### src/rtl/fpga_result_uart.sv
// Sends one ASCII result line ("PASS "/"FAIL ", 8 hex digits of the cycle count, CR LF)
// over an 8N1 UART when the test monitor's done level rises; one-shot until reset.
module fpga_result_uart #(
    parameter int CLK_FREQ_HZ = 50_000_000,
    parameter int BAUD_RATE   = 115200
) (
    input  logic        clk,
    input  logic        rst_n,
    input  logic        done_i,
    input  logic        pass_i,
    input  logic [31:0] cycles_i,
    output logic        uart_tx_o,
    output logic        busy_o,
    output logic        sent_o
);

    localparam int BAUD_DIV = CLK_FREQ_HZ / BAUD_RATE;
    localparam int CNT_W    = (BAUD_DIV > 2) ? $clog2(BAUD_DIV) : 1;

    typedef enum logic [2:0] {IDLE, START, DATA, STOP, DONE} state_t;

    state_t      state_q, state_d;
    logic [CNT_W-1:0] baud_q, baud_d;
    logic [2:0]  bit_q, bit_d;
    logic [3:0]  char_q, char_d;
    logic        tx_q, tx_d;
    logic        busy_q, busy_d;
    logic        sent_q, sent_d;
    logic        done_q;
    logic        pass_q;
    logic [31:0] cycles_q;
    logic        latch;
    logic        baud_wrap;
    logic [2:0]  nib_idx;
    logic [3:0]  nib;
    logic [7:0]  char_byte;

    function automatic logic [7:0] hex_ascii(input logic [3:0] n);
        return (n < 4'd10) ? 8'h30 + {4'h0, n} : 8'h37 + {4'h0, n};
    endfunction

    // Characters 5..12 carry nibbles 7..0 of the latched count, MSB first.
    always_comb begin
        nib_idx = 3'(4'd12 - char_q);
        nib     = cycles_q[{nib_idx, 2'b00} +: 4];
        case (char_q)
            4'd0:    char_byte = pass_q ? 8'h50 : 8'h46;
            4'd1:    char_byte = 8'h41;
            4'd2:    char_byte = pass_q ? 8'h53 : 8'h49;
            4'd3:    char_byte = pass_q ? 8'h53 : 8'h4C;
            4'd4:    char_byte = 8'h20;
            4'd13:   char_byte = 8'h0D;
            4'd14:   char_byte = 8'h0A;
            default: char_byte = hex_ascii(nib);
        endcase
    end

    assign baud_wrap = (baud_q == CNT_W'(BAUD_DIV - 1));

    always_comb begin
        state_d = state_q;
        baud_d  = baud_q;
        bit_d   = bit_q;
        char_d  = char_q;
        tx_d    = tx_q;
        busy_d  = busy_q;
        sent_d  = sent_q;
        latch   = 1'b0;
        case (state_q)
            IDLE: begin
                if (done_i && !done_q && !sent_q) begin
                    latch   = 1'b1;
                    char_d  = 4'd0;
                    baud_d  = '0;
                    state_d = START;
                    tx_d    = 1'b0;
                    busy_d  = 1'b1;
                end
            end
            START: begin
                if (baud_wrap) begin
                    baud_d  = '0;
                    bit_d   = 3'd0;
                    state_d = DATA;
                    tx_d    = char_byte[0];
                end else begin
                    baud_d = baud_q + CNT_W'(1);
                end
            end
            DATA: begin
                if (baud_wrap) begin
                    baud_d = '0;
                    if (bit_q == 3'd7) begin
                        state_d = STOP;
                        tx_d    = 1'b1;
                    end else begin
                        bit_d = bit_q + 3'd1;
                        tx_d  = char_byte[bit_q + 3'd1];
                    end
                end else begin
                    baud_d = baud_q + CNT_W'(1);
                end
            end
            STOP: begin
                if (baud_wrap) begin
                    baud_d = '0;
                    if (char_q < 4'd14) begin
                        char_d  = char_q + 4'd1;
                        state_d = START;
                        tx_d    = 1'b0;
                    end else begin
                        // busy drops as the last stop bit ends, not a clock later.
                        state_d = DONE;
                        busy_d  = 1'b0;
                        sent_d  = 1'b1;
                    end
                end else begin
                    baud_d = baud_q + CNT_W'(1);
                end
            end
            DONE:    state_d = IDLE;
            default: state_d = IDLE;
        endcase
    end

    always_ff @(posedge clk or negedge rst_n) begin
        if (!rst_n) begin
            state_q  <= IDLE;
            baud_q   <= '0;
            bit_q    <= 3'd0;
            char_q   <= 4'd0;
            tx_q     <= 1'b1;
            busy_q   <= 1'b0;
            sent_q   <= 1'b0;
            done_q   <= 1'b0;
            pass_q   <= 1'b0;
            cycles_q <= 32'd0;
        end else begin
            state_q <= state_d;
            baud_q  <= baud_d;
            bit_q   <= bit_d;
            char_q  <= char_d;
            tx_q    <= tx_d;
            busy_q  <= busy_d;
            sent_q  <= sent_d;
            done_q  <= done_i;
            if (latch) begin
                pass_q   <= pass_i;
                cycles_q <= cycles_i;
            end
        end
    end

    assign uart_tx_o = tx_q;
    assign busy_o    = busy_q;
    assign sent_o    = sent_q;

endmodule

### config.mk
export PLATFORM = sky130hd
export DESIGN_NAME = fpga_result_uart
export DESIGN_NICKNAME = d
export VERILOG_FILES = /design/src/rtl/fpga_result_uart.sv
export SDC_FILE = /design/constraint.sdc
export NUM_CORES = 1
export LEC_CHECK = 0
export CORE_MARGIN = 2
export CORE_UTILIZATION = 48
export DETAILED_ROUTE_END_ITERATION = 7
export PLACE_DENSITY_LB_ADDON = 0.12
export SETUP_SLACK_MARGIN = 0.1
export SYNTH_ARGS = -nofsm -noshare
export SYNTH_HDL_FRONTEND = slang
export SYNTH_SLANG_ARGS = --single-unit
### constraint.sdc
create_clock -name clk -period 3.9 [get_ports clk]
set_input_delay 0.585 -clock clk [delete_from_list [all_inputs] [get_ports clk]]
set_output_delay 0.585 -clock clk [all_outputs]
set_load 0.005 [all_outputs]
==> run metrics <==
status=finished clean; Design Area, Final=about 0.0037 mm^2; vias per cell=5.795; Setup WS pre-CTS=around 0.75 ns; Clock Power Share=0.288; Syn Std Cell Area=roughly 0.0032 mm^2; n_diodes=0; ys flop type=dfrtp_1; critical path arrival=between 3 and 4 ns; CTS tree=done; synth warn=0; CP Max Fanout=9; RSZ-0062 raised after global routing=false; Layout area overhead=15.63%; cell mode on critical path=ha_1; Pre-Repair DR Iteration Count=4; initial antenna violation count=0; achievable clock frequency=318.2 MHz; Hold WC Path Type=in2async; fin crit period=roughly 3.1 ns; CTS buffer count=5; hold slack=~0.26 ns; Crit path required time=between 4 and 5 ns; clock skew=between 0.005 and 0.006 ns; Slew @ Worst Pin=roughly 0.67 ns; DR WL/cell=between 15 and 20 um; clock root cell=clkbuf_8; number of remaining DRC errors=0; Port Buf Inserts=38; Net Count, Synth=approximately 340; final cycle utilization of the critical path=0.8059; Post-CTS Hold Fix Bufs=0; final wirelength=6322 um; crit end category=flop; DR vias=~2.3k; Max clock buf depth=2; global placement routability congestion=between 0.8 and 0.9; Starting Density=0.5024; Clock transition at path regs=approximately 0.1 ns; Layout Nets=372; row cnt=29; Routed Antenna Nets=0; Max Cap Viol=0; share of cells above drive strength 1=0.1988; IO Pins=39; Seq cells post-synth=56; global-route usage over all layers=0.1873; Sw Pwr=around 270 uW; syn_area_per_cell=around 11 um^2; final core occ=0.5809; Setup-failing EPs final=0; crit path kind=reg2reg; Int Pwr=810.4 uW; Power Dens Cells=289.2 mW/mm^2; DIE AREA=approximately 0.0074 mm^2; Hold Fails Final Rpt=0; detailed placement HPWL=around 4700 um; Die Y=85.99 um; first-pass GRT wire length=about 11000 um; Post-CTS Setup Bufs=0; Crit path largest cell delay=0.57 ns; Async SR Flop Fraction=1.000; Clk Latency, worst-skew pair=0.31 ns; vias in the first global route=2323; largest net degree at the start of global routing=34; Setup TNS=0 ns; slowest CP cell=mux4_2; post-CTS sizing=0; Pleak=~1.6 nW; Reg power frac=0.568; number of enable flip-flop cells after synthesis=0; post-synthesis cell count=293; VDD IR max=roughly 0.00014 V; GR Overflow Total=0; Cell Area, Placed=approximately 0.0036 mm^2; switch share=0.2490; combinational share of power=0.143; die width=about 86 um; Critical Path Start Type=flop; Slew Limit Fails=0; Core ar.=between 0.006 and 0.007 mm^2; # clock sinks=56; slew margin rel.=0.5520; CP Cell Sequence=inv_2, ha_1, mux2i_1, mux4_2, ha_1, o21a_1, o21ai_0, a311o_1, a41oi_1, a41o_1; setup slack after layout=between 0.7 and 0.8 ns; H-tree levels=2; DRT iter0 DRCs=a little under 90; Cell variety after synth=63; sequential area share after synthesis=0.4347
## worst max-delay path, delay by kind of cell (launching register included)
kind,cells,cell delay [ns]
buffers and inverters,1,0.14
flip-flops,1,0.48
adder cells (fa/ha/maj),2,0.82
AO/OA/AOI/OAI,5,0.92
multiplexers,2,0.72
## stage by stage
stage,power (mW),std cells
floorplan,0.7168,293
global placement,0.7780,397
detailed placement,0.7814,397
CTS,1.090,404
global route,1.126,404
finish,1.079,404
## kinds of logic after synthesis
group,after synthesis,share of synthesized area
AND/OR/NAND/NOR,88,0.1431
flip-flops,56,0.4347
multiplexers,58,0.2202
XOR/XNOR,4,0.01319
AO/OA/AOI/OAI,58,0.1210
buffers and inverters,20,0.03295
adder cells (fa/ha/maj),9,0.03490
## state kept, by name, summed over array words and instances (netlist names)
| register | count |
|---|---|
| cycles_q | 32 |
| baud_q | 9 |
| char_q | 4 |
| bit_q | 3 |
| state_q | 3 |
| busy_o | 1 |
| done_q | 1 |
| pass_q | 1 |
| sent_o | 1 |
| uart_tx_o | 1 |
## layer usage
| metal | up-vias | global-route usage | routed length [um] |
|---|---|---|---|
| li1 | 1153 | - | - |
| met1 | 1138 | 0.2846 | 3221 |
| met2 | 44 | 0.2812 | 2774 |
| met3 | 6 | 0.02984 | 263 |
| met4 | 0 | 0.04473 | 63 |
| met5 | - | 0 | 0 |
## path summary, 6_finish.rpt
| kind | depth (start not counted) | slack [ns] | endpoint | startpoint |
|---|---|---|---|---|
| worst min-delay path | 1 | 0.26 | cycles_q[11] | rst_n |
| worst max-delay path | 10 | 0.76 | uart_tx_o | char_q[0] |
| min in group clk | 1 | 0.51 | cycles_q[8] | cycles_q[8] |
| worst min register to register | 1 | 0.51 | cycles_q[8] | cycles_q[8] |
| worst max register to register | 10 | 0.76 | uart_tx_o | char_q[0] |
| max in group asynchronous | 2 | 2.81 | char_q[1] | rst_n |
## layout by cell type (no fill, tap or decap), types with 3 or more instances in the layout
master | synthesis | final
dfrtp_1 | 55 | 55
mux2_2 | 38 | 38
clkdlybuf4s50_1 | 0 | 37
nor2_1 | 20 | 20
nand2_1 | 20 | 20
o21ai_0 | 18 | 18
mux2i_1 | 14 | 14
a21oi_1 | 12 | 12
nand3_1 | 9 | 9
ha_1 | 9 | 9
nor3_1 | 7 | 7
nand4_1 | 6 | 6
clkbuf_8 | 0 | 5
inv_1 | 4 | 4
mux4_2 | 4 | 4
or3_1 | 4 | 4
buf_4 | 0 | 4
nand2b_1 | 3 | 3
a22o_1 | 3 | 3
## power by group through the flow
stage,Sequential [mW],Clock (mW),Combinational [mW]
final,0.613,0.311,0.155
after global routing,0.617,0.338,0.172
after CTS,0.614,0.320,0.157
after detailed placement,0.625,0,0.156
after global placement,0.625,0,0.153
after floorplan,0.620,0,0.0968
## layout make-up
type                            count  area (um^2)
Fill cell                         575         2691
Multi-Input combinational cell    217         1727
Timing Repair Buffer               42        405.4
Clock inverter                      2        12.51
Inverter                            5        18.77
Tap cell                           77        96.34
Sequential cell                    56         1403
Clock buffer                        5        68.82
## Yosys cell counts (all sizes together), types with 3 or more instances
cell type | count | area share
nand3 | 9 | 0.014
or3 | 4 | 0.0078
nand2 | 20 | 0.023
nor2 | 20 | 0.023
nand2b | 3 | 0.0058
buf | 3 | 0.011
o21ai | 18 | 0.028
nor3 | 8 | 0.016
clkbuf | 11 | 0.013
ha | 9 | 0.035
a21oi | 12 | 0.019
nand4 | 6 | 0.012
dfrtp | 55 | 0.43
a22o | 3 | 0.0081
inv | 5 | 0.0058
mux2i | 14 | 0.043
mux4 | 6 | 0.044
mux2 | 38 | 0.13
and2 | 3 | 0.0062
No activity file was read; power rests on OpenSTA's default activity.
